File: config.mk
export PLATFORM = sky130hd
export DESIGN_NAME = instr_encoder
export DESIGN_NICKNAME = d
export VERILOG_FILES = /design/src/rtl/instr_encoder.sv
export SDC_FILE = /design/constraint.sdc
export NUM_CORES = 1
export LEC_CHECK = 0
export ABC_AREA = 1
export CORE_ASPECT_RATIO = 1.4
export CORE_UTILIZATION = 45
export DETAILED_ROUTE_END_ITERATION = 10
export GPL_ROUTABILITY_DRIVEN = 0
export PLACE_DENSITY = 0.75
export SYNTH_ARGS = -nofsm -noshare
export SYNTH_HDL_FRONTEND = slang
export SYNTH_SLANG_ARGS = --single-unit
File: constraint.sdc
create_clock -name clk -period 2.3 [get_ports clk]
set_clock_uncertainty 0.2 [all_clocks]
set_input_delay 0.23 -clock clk [delete_from_list [all_inputs] [get_ports clk]]
set_output_delay 0.23 -clock clk [all_outputs]
set_load 0.02 [all_outputs]
File: src/rtl/instr_encoder.sv
// Sequential instruction encoder/loader: packs mnemonic and register-field requests
// into 9-bit words and writes them to instruction memory from address 0 upward.
module instr_encoder #(
  parameter int addr_width  = 8,
  parameter int instr_width = 9
) (
  input  logic                   clk,
  input  logic                   reset,
  input  logic                   start,
  input  logic                   in_valid,
  output logic                   in_ready,
  input  logic [3:0]             in_op,
  input  logic [3:0]             in_ra,
  input  logic [3:0]             in_rb,
  input  logic [3:0]             in_rc,
  output logic                   im_we,
  output logic [addr_width-1:0]  im_addr,
  output logic [instr_width-1:0] im_wdata,
  output logic [addr_width:0]    word_count,
  output logic                   done,
  output logic                   full,
  output logic                   err_illegal
);

  typedef enum logic {
    ST_LOAD,
    ST_DONE
  } state_e;

  typedef enum logic [3:0] {
    OP_AND  = 4'd0,
    OP_SLT  = 4'd1,
    OP_OR   = 4'd2,
    OP_JR   = 4'd3,
    OP_LW   = 4'd4,
    OP_SW   = 4'd5,
    OP_ADD  = 4'd6,
    OP_ADDI = 4'd7,
    OP_SUB  = 4'd8,
    OP_TR   = 4'd9,
    OP_SRL  = 4'd10,
    OP_SRA  = 4'd11,
    OP_SLL  = 4'd12,
    OP_HALT = 4'd13
  } op_e;

  state_e                   state;
  logic [addr_width-1:0]    wr_ptr;
  logic [instr_width-1:0]   enc_word;
  logic                     enc_legal;
  logic                     is_halt;
  logic [3:0]               ra_off;
  logic                     ra_lo, ra_tr, rb_lo, rb_hi, rc_lo, rc_hi, rc_tr;
  logic                     accept;

  assign in_ready = (state == ST_LOAD) && !start && !reset;
  assign accept   = in_valid && in_ready;

  // Register-number offsets are 4-bit subtractions; only the low bits survive
  // once the range check has passed (rb-8 and rc-8 reduce to the low two bits).
  assign ra_off = in_ra - 4'd4;
  assign ra_lo  = (in_ra[3:2] == 2'b01);
  assign ra_tr  = (in_ra >= 4'd4) && (in_ra <= 4'd11);
  assign rb_lo  = (in_rb[3:2] == 2'b00);
  assign rb_hi  = (in_rb[3:2] == 2'b10);
  assign rc_lo  = (in_rc[3:2] == 2'b00);
  assign rc_hi  = (in_rc[3:2] == 2'b10);
  assign rc_tr  = !in_rc[3];
  assign is_halt = (in_op == OP_HALT);

  always_comb begin
    enc_legal = 1'b0;
    enc_word  = '0;
    case (in_op)
      OP_AND, OP_OR, OP_JR: begin
        enc_legal = ra_lo && rb_lo;
        enc_word  = {3'b000, ra_off[1:0], in_rb[1:0], in_op[1:0]};
      end
      OP_SLT: begin
        enc_legal = ra_lo && rb_hi;
        enc_word  = {3'b000, ra_off[1:0], in_rb[1:0], 2'b01};
      end
      OP_LW: begin
        enc_legal = ra_lo && rc_lo;
        enc_word  = {3'b001, ra_off[1:0], in_rc[1:0], 2'b00};
      end
      OP_SW: begin
        enc_legal = ra_lo && rb_lo;
        enc_word  = {3'b001, ra_off[1:0], in_rb[1:0], 2'b01};
      end
      OP_ADD: begin
        enc_legal = ra_lo && rb_lo && rc_hi;
        enc_word  = {3'b010, ra_off[1:0], in_rb[1:0], in_rc[1:0]};
      end
      OP_SUB: begin
        enc_legal = ra_lo && rb_lo && rc_hi;
        enc_word  = {3'b110, ra_off[1:0], in_rb[1:0], in_rc[1:0]};
      end
      OP_ADDI: begin
        enc_legal = ra_lo && rc_lo;
        enc_word  = {3'b011, ra_off[1:0], 2'b00, in_rc[1:0]};
      end
      OP_TR: begin
        enc_legal = ra_tr && rc_tr;
        enc_word  = {3'b100, in_rc[2:0], ra_off[2:0]};
      end
      OP_SRL: begin
        enc_legal = ra_lo && rb_lo;
        enc_word  = {3'b111, ra_off[1:0], in_rb[1:0], 2'b00};
      end
      OP_SRA: begin
        enc_legal = ra_lo && rb_lo;
        enc_word  = {3'b111, ra_off[1:0], in_rb[1:0], 2'b01};
      end
      OP_SLL: begin
        enc_legal = ra_lo && rb_lo;
        enc_word  = {3'b111, ra_off[1:0], in_rb[1:0], 2'b10};
      end
      OP_HALT: begin
        enc_legal = 1'b1;
        enc_word  = 9'b111_00_00_11;
      end
      default: begin
        enc_legal = 1'b0;
        enc_word  = '0;
      end
    endcase
  end

  always_ff @(posedge clk) begin
    if (reset) begin
      state       <= ST_LOAD;
      wr_ptr      <= '0;
      im_we       <= 1'b0;
      im_addr     <= '0;
      im_wdata    <= '0;
      word_count  <= '0;
      done        <= 1'b0;
      full        <= 1'b0;
      err_illegal <= 1'b0;
    end else begin
      im_we       <= 1'b0;
      err_illegal <= 1'b0;
      if (start) begin
        state      <= ST_LOAD;
        wr_ptr     <= '0;
        word_count <= '0;
        done       <= 1'b0;
        full       <= 1'b0;
      end else if (accept) begin
        if (enc_legal) begin
          im_we      <= 1'b1;
          im_addr    <= wr_ptr;
          im_wdata   <= enc_word;
          wr_ptr     <= wr_ptr + 1'b1;
          word_count <= word_count + 1'b1;
          // The last address and HALT both end the load; the pointer still wraps.
          if (is_halt || (&wr_ptr)) begin
            state <= ST_DONE;
            done  <= 1'b1;
            full  <= &wr_ptr;
          end
        end else begin
          err_illegal <= 1'b1;
        end
      end
    end
  end

endmodule

==> results.ini <==
[logic_synthesis]
ys_dominant_reg_cell = dfxtp_1
ys_seq_elements = 38
netlist_top_cells_count = 60 x nand2_1, 48 x nor2_1, 38 x dfxtp_1
async_flop_share = 0
syn_nets = 307
synthesis.area_um2 = 1982
synth_area_leaders = dfxtp_1 38%, nand2_1 11%, nor2_1 9.1%
synth_cells = 284
ys_types = 31
ys_seq_area_frac = 0.3838
synth_largest_area_cell = dfxtp_1
synth_most_common_cell = nand2_1
synth_top_area_frac = 0.3838
avgSynthCellArea_um2 = 6.979
yosys_warnings = 0
synth-edff-count = 0

[timing]
setup_tns_ns = 0
post-route-min-period_ns = 2.114
period_share = 0.9189
worst_pin_slew_ns = 0.4351
setup_viol = 0
fin_ws_ns = 0.1865
maxSlewViolCount = 0
fmax_ghz = 0.4731
hold_violations = 0
rsz0062_at_grt = false
relSlewSlack = 0.7096

[worst_setup_path]
cp_max_fo = 16
path_class = in -> reg
critPathArrivalTime_ns = 2.09
worstPathRequired_ns = 2.28
crit_path_start_kind = primary input
end_kind = flop

[floorplan]
io_pins = 51
start_util = 0.4675
dieHeight_um = 80.53
core_um2 = 4239
dieArea_um2 = 4678
die-width_um = 58.09
row_count = 28

[placement]
dp_cells = 402
hpwlAfterDp_mm = 3.531
place_ws_ns = -0.08650
place.port_buffers = 50

[route]
ant_nets = 0
initialDrtViolationCount = 61
routed_wl_mm = 4.675
drc = 0
drt_pass1_iterations = 5
wire_per_inst_um = 11.40
via_per_inst = 5.000
vias = 2050

[clock_tree]
cts.sinks = 38
cts_buffers = 5
root_buffer = clkbuf_8
clk_path_buf_depth = 2
cts_tree = built
htree_levels = 2
cts_hold_buffers = 0
clkLatencyLatePin_ns = 0.28
clkTransAtPathRegs_ns = 0.07

[power_and_ir_drop]
clock_power_share = 0.354
switching_power_uw = 321.2
p_int_uw = 988.8
swShare = 0.2452
pwr-share-comb = 0.137
p_leak_nw = 1.132
peakVddDrop_mv = 0.2313
power_frac_seq = 0.508
total_power_mw = 1.310
p_per_area_nw_per_um2 = 478.7

[finish]
fin_util = 0.6455
fin_nets = 372
area_delta_synth_final_pct = 38.07
stdcell_count = 410
diodes = 0
nFillCells = 395
drive_gt1_frac = 0.1143

[grt]
grt_max_degree = 25
globalRouteTotalUtil = 0.2098
grt_overflow_total = 0
grt_pass1_vias = 1854
antenna_found_initial = 0
grt_pass1_wl_mm = 7.659

[flow_run]
cap_viol_max_count = 0

[run_status]
status = finished clean

[min_path]
hold_class = reg -> reg

-- power groups by stage --
| stage | Clock, mW | Combinational (mW) | Sequential, mW |
|---|---|---|---|
| after global routing | 0.500 | 0.196 | 0.666 |
| final | 0.464 | 0.180 | 0.666 |
| after detailed placement | 0 | 0.180 | 0.681 |
| after global placement | 0 | 0.178 | 0.681 |
| after CTS | 0.472 | 0.180 | 0.666 |
| after floorplan | 0 | 0.0846 | 0.688 |
-- critical path: stages --
cell	delay, ns
clkdlybuf4s50_1	0.64
nand2_1	0.18
nor2_4	0.13
inv_2	0.05
nor3_1	0.17
a21oi_1	0.10
nand2_4	0.10
nand2_4	0.09
buf_12	0.16
o21ai_0	0.19
nor2_1	0.06
-- placed cells by master, fill, tap and decap left out --
| cell | n |
|---|---|
| xnor2_1 | 5 |
| ha_1 | 3 |
| clkdlybuf4s50_1 | 50 |
| buf_4 | 16 |
| a21oi_1 | 21 |
| a22oi_1 | 1 |
| nand4_1 | 1 |
| o22ai_1 | 2 |
| nor2_1 | 48 |
| a22o_1 | 1 |
| nand3_2 | 1 |
| inv_6 | 1 |
| buf_12 | 2 |
| nor2_2 | 2 |
| o21ai_1 | 8 |
| nand2_2 | 2 |
| clkbuf_1 | 1 |
| clkinv_1 | 1 |
| nand3b_1 | 2 |
| inv_2 | 4 |
| clkinv_2 | 1 |
| a21oi_2 | 1 |
| nand3_1 | 26 |
| nor2_4 | 2 |
| xor2_1 | 8 |
| o21ai_0 | 8 |
| nand2_4 | 2 |
| o2111ai_1 | 1 |
| nand2_1 | 60 |
| nor3_1 | 6 |
| dfxtp_1 | 38 |
| inv_1 | 19 |
| clkbuf_8 | 6 |
-- what timing repair did --
item | CTS | global route
buffers inserted | 0 | 0
gates resized for setup | 0 | 1
setup endpoints to repair | 0 | 2
-- area by class of cell --
type                    count  area [µm²]  share of cell area
well taps                  60       75.07             0.02743
repair buffers             68       660.6              0.2414
multi-input cells         211        1050              0.3836
clock buffers               7       86.33             0.03155
flip-flops and latches     38       760.7              0.2780
clock inverters             1       5.005            0.001829
inverters                  25       98.84             0.03612
-- through the flow --
| step | area [µm²] | hold slack (ns) |
|---|---|---|
| 2_1_floorplan | 1982 | 0.09244 |
| 3_3_place_gp | 2643 | 0.2557 |
| 3_5_place_dp | 2643 | 0.2559 |
| 4_1_cts | 2734 | 0.2670 |
| 5_1_grt | 2736 | 0.2915 |
| 6_report | 2736 | 0.2650 |
-- state kept, by name, indices dropped and copies added, names as in the netlist --
register	flops
err_illegal	1
full	1
im_addr	8
im_wdata	9
im_we	1
state	1
word_count	9
wr_ptr	8
-- cells by family after synthesis --
| kind of cell | synth area share |
|---|---|
| and+or+nand+nor | 0.3365 |
| buffers and inverters | 0.08648 |
| xor gates and xnor gates | 0.05745 |
| DFF | 0.3838 |
| AOI/OAI and AO/OA | 0.1168 |
| adders and majority gates | 0.01894 |
-- metal layers --
metal	track usage	vias to the layer above	routed length [µm]	share of wire
met5	0	-	0	0
met4	0.1095	0	130	0.028
met3	0.03865	14	154	0.033
met2	0.3908	59	2500	0.53
met1	0.2167	936	1890	0.40
li1	-	1041	-	-
-- path summary, 6_finish.rpt --
| path | end | cells past startpoint | slack [ns] | startpoint |
|---|---|---|---|---|
| worst min-delay path | im_addr[0] | 2 | 0.27 | im_addr[0] |
| worst max-delay path | im_wdata[5] | 11 | 0.19 | in_op[3] |
| worst max register to register | word_count[8] | 7 | 0.62 | word_count[0] |
| worst min register to register | im_addr[0] | 2 | 0.27 | im_addr[0] |
(Power assumes the default switching activity.)
